File: config.mk
export PLATFORM = sky130hd
export DESIGN_NAME = fc_argmax
export DESIGN_NICKNAME = d
export VERILOG_FILES = /design/src/rtl/fc_argmax.sv
export SDC_FILE = /design/constraint.sdc
export NUM_CORES = 1
export LEC_CHECK = 0
export BUFFER_PORTS_ARGS = -buffer_cell sky130_fd_sc_hd__buf_4
export CAP_MARGIN = 20
export CORE_MARGIN = 5
export CORE_UTILIZATION = 60
export CTS_CLUSTER_SIZE = 24
export DETAILED_ROUTE_END_ITERATION = 8
export HOLD_SLACK_MARGIN = 0.12
export PLACE_DENSITY = 0.95
export SLEW_MARGIN = 20
export SYNTH_ARGS = -nofsm -noshare
export SYNTH_HDL_FRONTEND = slang
export SYNTH_SLANG_ARGS = --single-unit
File: constraint.sdc
create_clock -name clk -period 4.2 [get_ports clk]
set_input_delay 0.63 -clock clk [delete_from_list [all_inputs] [get_ports clk]]
set_output_delay 0.63 -clock clk [all_outputs]
set_load 0.005 [all_outputs]
File: src/rtl/fc_argmax.sv
// fc_argmax: streaming argmax over a score vector delivered as Depth beats
// of NumLanes signed scores. Produces the winning class index and score one
// cycle after the last beat, held under a valid/ready handshake.

// Two-input compare cell: forwards b only when strictly greater, so ties
// keep a (the lower class index by construction of the chain).
module fc_argmax_cmp #(
  parameter int BitSize = 8,
  parameter int IdxW    = 3
) (
  input  logic [BitSize-1:0] a_val,
  input  logic [IdxW-1:0]    a_idx,
  input  logic [BitSize-1:0] b_val,
  input  logic [IdxW-1:0]    b_idx,
  output logic [BitSize-1:0] y_val,
  output logic [IdxW-1:0]    y_idx
);
  // signed strict compare, ties resolve to a
  always_comb begin
    y_val = a_val;
    y_idx = a_idx;
    if ($signed(b_val) > $signed(a_val)) begin
      y_val = b_val;
      y_idx = b_idx;
    end
  end
endmodule

module fc_argmax #(
  parameter int BitSize  = 8,
  parameter int NumLanes = 4,
  parameter int Depth    = 2
) (
  input  logic                             clk,
  input  logic                             res_n,
  input  logic                             in_valid,
  input  logic                             in_done,
  input  logic [NumLanes-1:0][BitSize-1:0] in_data,
  input  logic                             out_ready,
  output logic                             out_valid,
  output logic [((NumLanes*Depth > 1) ? $clog2(NumLanes*Depth) : 1)-1:0] out_class,
  output logic [BitSize-1:0]               out_max,
  output logic                             out_overflow,
  output logic                             busy
);
  localparam int IdxW = (NumLanes*Depth > 1) ? $clog2(NumLanes*Depth) : 1;
  localparam int CntW = (Depth > 1) ? $clog2(Depth) : 1;

  logic [CntW-1:0]                  beat_cnt;
  logic [BitSize-1:0]               run_max;
  logic [IdxW-1:0]                  run_idx;
  logic [IdxW-1:0]                  base_idx;
  logic [NumLanes-1:0][BitSize-1:0] ch_val;
  logic [NumLanes-1:0][IdxW-1:0]    ch_idx;
  logic [BitSize-1:0]               win_val;
  logic [IdxW-1:0]                  win_idx;
  logic                             last;
  logic                             load_out;

  assign base_idx = IdxW'(beat_cnt) * IdxW'(NumLanes);
  assign last     = (beat_cnt == CntW'(Depth-1));
  assign load_out = in_valid && last && (!out_valid || out_ready);
  assign busy     = (beat_cnt != '0);

  // lane-max reduction as a linear chain of compare cells, lane 0 first
  assign ch_val[0] = in_data[0];
  assign ch_idx[0] = base_idx;
  for (genvar l = 1; l < NumLanes; l++) begin : g_lane
    fc_argmax_cmp #(.BitSize(BitSize), .IdxW(IdxW)) u_cmp (
      .a_val (ch_val[l-1]),
      .a_idx (ch_idx[l-1]),
      .b_val (in_data[l]),
      .b_idx (base_idx + IdxW'(l)),
      .y_val (ch_val[l]),
      .y_idx (ch_idx[l])
    );
  end

  // merge beat winner with running winner; first beat ignores running state
  always_comb begin
    win_val = ch_val[NumLanes-1];
    win_idx = ch_idx[NumLanes-1];
    if (beat_cnt != '0 && !($signed(ch_val[NumLanes-1]) > $signed(run_max))) begin
      win_val = run_max;
      win_idx = run_idx;
    end
  end

  if (Depth > 1) begin : g_cnt
    // beat counter: wraps after the last beat, in_done aborts a partial vector
    always_ff @(posedge clk or negedge res_n) begin
      if (!res_n)        beat_cnt <= '0;
      else if (in_valid) beat_cnt <= last ? '0 : beat_cnt + 1'b1;
      else if (in_done)  beat_cnt <= '0;
    end
  end else begin : g_nocnt
    assign beat_cnt = '0;
  end

  // running winner, output register and sticky overflow
  always_ff @(posedge clk or negedge res_n) begin
    if (!res_n) begin
      run_max      <= '0;
      run_idx      <= '0;
      out_valid    <= 1'b0;
      out_class    <= '0;
      out_max      <= '0;
      out_overflow <= 1'b0;
    end else begin
      if (in_valid) begin
        run_max <= win_val;
        run_idx <= win_idx;
      end else if (in_done) begin
        run_max <= '0;
        run_idx <= '0;
      end
      if (load_out) begin
        out_valid <= 1'b1;
        out_class <= win_idx;
        out_max   <= win_val;
      end else if (out_ready) begin
        out_valid <= 1'b0;
      end
      if (in_valid && last && out_valid && !out_ready) out_overflow <= 1'b1;
    end
  end
endmodule
==> results of run 1 <==
per-stage QoR:
step,instances,hold slack (ps),utilization [%]
2_1_floorplan,291,334,-
3_3_place_gp,459,458,87.7
3_5_place_dp,459,484,87.7
kinds of logic after synthesis:
| family | count (synthesis) | share of synthesized area [%] |
|---|---|---|
| multiplexers | 9 | 3.91 |
| AO/OA/AOI/OAI | 102 | 29.2 |
| buffers and inverters | 29 | 5.16 |
| adder cells (fa/ha/maj) | 30 | 15.6 |
| AND/OR/NAND/NOR | 96 | 20.0 |
| flip-flops | 25 | 26.1 |
==> results.py, run 1 <==
metrics = {
    "clocking": {
        "post-cts-setup-buffer-count": 33,
        "cts_buffer_depth": 2,
        "cts-hold-fix-buffers": 0,
        "ctsRootBufferMaster": "sky130_fd_sc_hd__clkbuf_8",
        "cts_repair_resize_count": 82,
        "cts_max_level": 1,
        "number_of_buffers_created_by_cts": 3,
        "cts_num_sinks": 25,
    },
    "logic_synthesis": {
        "yosys-top-cells-area": "sky130_fd_sc_hd__dfrtp_1 26%, sky130_fd_sc_hd__ha_1 16%, sky130_fd_sc_hd__o21ai_0 6.0%, sky130_fd_sc_hd__nand2_1 5.2%, sky130_fd_sc_hd__inv_1 3.3%",
        "yosys_register_bits": 25,
        "postSynthNetCount": 358,
        "synth.top_cell.area_share_pct": 26.1,
        "synth.largest_area_cell": "sky130_fd_sc_hd__dfrtp_1",
        "synth.yosys.warnings": 0,
        "synthMostInstantiatedCell": "sky130_fd_sc_hd__nand2_1",
        "number_of_synthesized_flops_with_an_enable_pin": 0,
        "synthCells": 291,
        "syn_avg_cell_area_um2": 8.25,
        "postSynth.asyncResetShare_pct": 100,
        "synth_common_cells": "33 x sky130_fd_sc_hd__nand2_1, 30 x sky130_fd_sc_hd__ha_1, 29 x sky130_fd_sc_hd__o21ai_0",
        "synth_ff_type": "sky130_fd_sc_hd__dfrtp_1",
        "yosysSeqAreaShare_pct": 26.1,
        "syn_area_um2": 2400,
        "yosysUniqueCellTypes": 51,
    },
    "die": {
        "core.rowCount": 23,
        "floorplan.io_pins": 51,
        "initial_core_util_pct": 60.9,
        "die_h_um": 73.2,
        "die_w_um": 73.2,
    },
    "place": {
        "port_buffers": 50,
        "dp.final_hpwl_mm": 7.00,
        "gp_routability_congestion": 0.947,
        "placed_cell_area_um2": 3460,
        "dp_worst_setup_slack_ps": -3310,
    },
    "status": {
        "run_status": "did not finish",
        "failing_step": "clock tree synthesis (4_1_cts)",
        "stop_error": "[ERROR DPL-0038] Utilization greater than 100%, impossible to legalize",
    },
}
==> run 2, diff against run 1 <==
Settings changed: CORE_UTILIZATION 60 to 40, CTS_CLUSTER_SIZE 24 to default, HOLD_SLACK_MARGIN 0.12 to default, PLACE_DENSITY 0.95 to default, PLACE_DENSITY_LB_ADDON from default to 0.15.
==> run 2 against run 1 <==
  * The flow now finishes, with violations (setup timing)
  * Synthesized cell count unchanged
  * Synthesized area is the same
==> results.py, run 2 <==
metrics = {
    "sta": {
        "setup_viol": 22,
        "timing_max_transition_violations_final": 0,
        "max-slew-margin-rel_pct": 41.7,
        "timing.final.hold_violations": 0,
        "timing.final.ws_setup_ps": -2360,
        "layout_worst_path_cycle_share_pct": 156,
        "fin_worst_hold_slack_ps": 243,
        "clock-skew-final_ps": 11.7,
        "timing.fmax_ghz": 0.153,
        "post_layout_min_period_ps": 6560,
        "rsz0062_at_grt": "true",
        "worstMarginPinSlew_ps": 870,
    },
    "critical_path": {
        "max_stage_delay_cell_worst_path": "sky130_fd_sc_hd__o41a_4",
        "cp_max_fo": 10,
        "setup.worst_path.start_class": "primary input",
        "critical-path-top-cell-by-count": "sky130_fd_sc_hd__ha_1",
        "worst_setup_path_end_kind": "flip-flop",
        "timing.critical_path.buf_inv": 2,
        "crit_path_max_incr_delay_ps": 400,
        "setup.worst_path.class": "in2reg",
        "timing.critical_path.max_delay_family": "compound AO/OA/AOI/OAI gates",
        "worst_ep_arrival_time_ps": 6730,
        "cp_data_required_time_ps": 4370,
        "worst-r2r-setup-slack_ps": 1790,
    },
    "logic_synthesis": {
        "yosys_register_bits": 25,
        "yosys-top-cells-area": "sky130_fd_sc_hd__dfrtp_1 26%, sky130_fd_sc_hd__ha_1 16%, sky130_fd_sc_hd__o21ai_0 6.0%, sky130_fd_sc_hd__nand2_1 5.2%, sky130_fd_sc_hd__inv_1 3.3%",
        "synthCells": 291,
        "number_of_synthesized_flops_with_an_enable_pin": 0,
        "synthSimpleGateAreaFrac_pct": 20.0,
        "syn_area_um2": 2400,
        "postSynth.asyncResetShare_pct": 100,
        "synth-xor-area-share_pct": 0,
        "synth_ff_type": "sky130_fd_sc_hd__dfrtp_1",
        "syn_avg_cell_area_um2": 8.25,
        "yosysSeqAreaShare_pct": 26.1,
        "combinational_family_with_the_most_area_after_synthesis": "compound AO/OA/AOI/OAI gates",
        "yosysUniqueCellTypes": 51,
        "synth.top_cell.area_share_pct": 26.1,
        "share_of_the_synthesized_area_in_compound_gates_ao_oa_aoi_oai_pct": 29.2,
        "synth.largest_area_cell": "sky130_fd_sc_hd__dfrtp_1",
        "synth.yosys.warnings": 0,
        "yosys.area_share.adder_pct": 15.6,
        "synthMostInstantiatedCell": "sky130_fd_sc_hd__nand2_1",
        "postSynthNetCount": 358,
        "synth.mux.area_fraction_pct": 3.91,
        "synth_common_cells": "33 x sky130_fd_sc_hd__nand2_1, 30 x sky130_fd_sc_hd__ha_1, 29 x sky130_fd_sc_hd__o21ai_0",
    },
    "detailed_routing": {
        "first_pass_iters": 4,
        "final_antenna_net_count": 0,
        "drtIter0Drc": 89,
        "routedWlPerCell_um": 16.6,
        "route.final.wire_length_mm": 8.50,
        "post_route_drc_violation_count": 0,
        "vias": 2832,
        "vias_per_cell": 5.53,
    },
    "global_routing": {
        "first_pass_grt_wire_length_mm": 13.4,
        "groute.usage.overall_pct": 21.8,
        "first_global_vias": 2964,
        "grt_antenna_before_repair": 0,
        "grt_start_max_net_pins": 26,
        "grt_overflow": 0,
    },
    "place": {
        "port_buffers": 50,
        "placed_cell_area_um2": 3540,
        "dp.final_hpwl_mm": 6.25,
        "gp_routability_congestion": 0.911,
    },
    "job": {
        "drv.max_cap_violation_count": 0,
    },
    "clocking": {
        "tritoncts": "yes",
        "number_of_buffers_created_by_cts": 3,
        "clock_slew_at_reported_path_ffs_ps": 100,
        "clock_insertion_delay_worst_skew_ps": 280,
        "cts_num_sinks": 25,
        "cts_buffer_depth": 2,
        "cts_max_level": 1,
        "ctsRootBufferMaster": "sky130_fd_sc_hd__clkbuf_8",
    },
    "die": {
        "initial_core_util_pct": 40.8,
        "dieArea_um2": 7650,
        "core-area_um2": 5890,
        "die_h_um": 87.5,
        "core.rowCount": 28,
        "floorplan.io_pins": 51,
        "die_w_um": 87.5,
    },
    "power": {
        "power-per-cell-area_nw_per_um2": 510,
        "total_leakage_power_nw": 1.89,
        "vdd_drop_max_mv": 0.321,
        "totalPowerFinal_mw": 2.10,
    },
    "final_layout": {
        "layout-drive-gt1-share_pct": 53.1,
        "design.final.nets": 505,
        "commonest_non_fill_non_tap_cells_in_the_layout": "140 x sky130_fd_sc_hd__buf_4, 30 x sky130_fd_sc_hd__nand2_1, 25 x sky130_fd_sc_hd__dfrtp_1",
        "reg_top3": "out_max x8, run_max x8",
        "num-fill-cells": 488,
        "final_design_area_no_fill_um2": 4110,
        "most_common_cell_after_layout_fill_and_taps_aside": "sky130_fd_sc_hd__buf_4",
        "antenna-diode-count": 0,
        "layout-area-overhead-vs-synth_pct": 71.3,
    },
    "status": {
        "failed_checks": "setup timing",
        "run_status": "finished with violations",
    },
    "worst_hold_path": {
        "holdCritPathClass": "in2async",
    },
}
[run 2: cell counts after synthesis]
No cell type changed its count.
[run 2: final timing paths]
| path | from | end | depth (start not counted) |
|---|---|---|---|
| setup / recovery | in_data[12] | run_max[7] | 32 |
| max in group asynchronous | res_n | out_max[2] | 1 |
| min in group clk | out_class[2] | out_class[2] | 2 |
| hold / removal | res_n | run_idx[2] | 1 |
| setup reg to reg | run_max[1] | run_max[7] | 11 |
| hold reg to reg | out_class[2] | out_class[2] | 2 |
[run 2: report_power, final]
group / internal, mW / leakage (nW) / switching [mW]
Sequential: 0.348 / 0.300 / 0.0673
Clock: 0.0674 / 0.0217 / 0.0839
Combinational: 0.798 / 1.57 / 0.732
[run 2: layer usage]
| layer | vias to the layer above | track usage [%] | wire length [µm] |
|---|---|---|---|
| met2 | 82 | 44.0 | 4640 |
| li1 | 1379 | - | - |
| met5 | - | 0 | 0 |
| met4 | 0 | 8.09 | 330 |
| met3 | 26 | 1.23 | 317 |
| met1 | 1345 | 23.2 | 3210 |
[run 2: through the flow]
| step | setup TNS [ps] | instances | utilization [%] | worst slack, ps |
|---|---|---|---|---|
| floorplan | -51960 | 291 | - | -2430 |
| global placement | -63860 | 490 | 60.2 | -3030 |
| detailed placement | -65020 | 490 | 60.2 | -3050 |
| CTS | -47910 | 507 | 66.7 | -2280 |
| global route | -55460 | 512 | 69.8 | -2590 |
| finish | -50200 | 512 | 69.8 | -2360 |
[run 2: cells by family (layout without fill, tap and decap cells)]
kind of cell	Yosys count	in the layout
flip-flops	25	25
AND/OR/NAND/NOR	96	97
adder cells (fa/ha/maj)	30	30
AO/OA/AOI/OAI	102	103
buffers and inverters	29	173
multiplexers	9	9
[run 2: area by class of cell]
| type | instances | area, µm² | area share, % |
|---|---|---|---|
| Sequential cell | 25 | 626 | 15.2 |
| Timing Repair Buffer | 148 | 1150 | 28.1 |
| Multi-Input combinational cell | 239 | 2100 | 51.2 |
| Clock inverter | 1 | 7.51 | 0.183 |
| Inverter | 21 | 83.8 | 2.04 |
| Tap cell | 75 | 93.8 | 2.28 |
| Clock buffer | 3 | 41.3 | 1.00 |
[run 2: repair_timing]
| action | in CTS | in global routing |
|---|---|---|
| endpoints found under the setup margin | 22 | 22 |
| setup buffers | 12 | 4 |
| resized for setup | 56 | 30 |
| hold buffers | 0 | 0 |
| gates cloned | 1 | 1 |
| pin swaps | 40 | 13 |
Note: power is estimated with default switching activity, not from simulation.
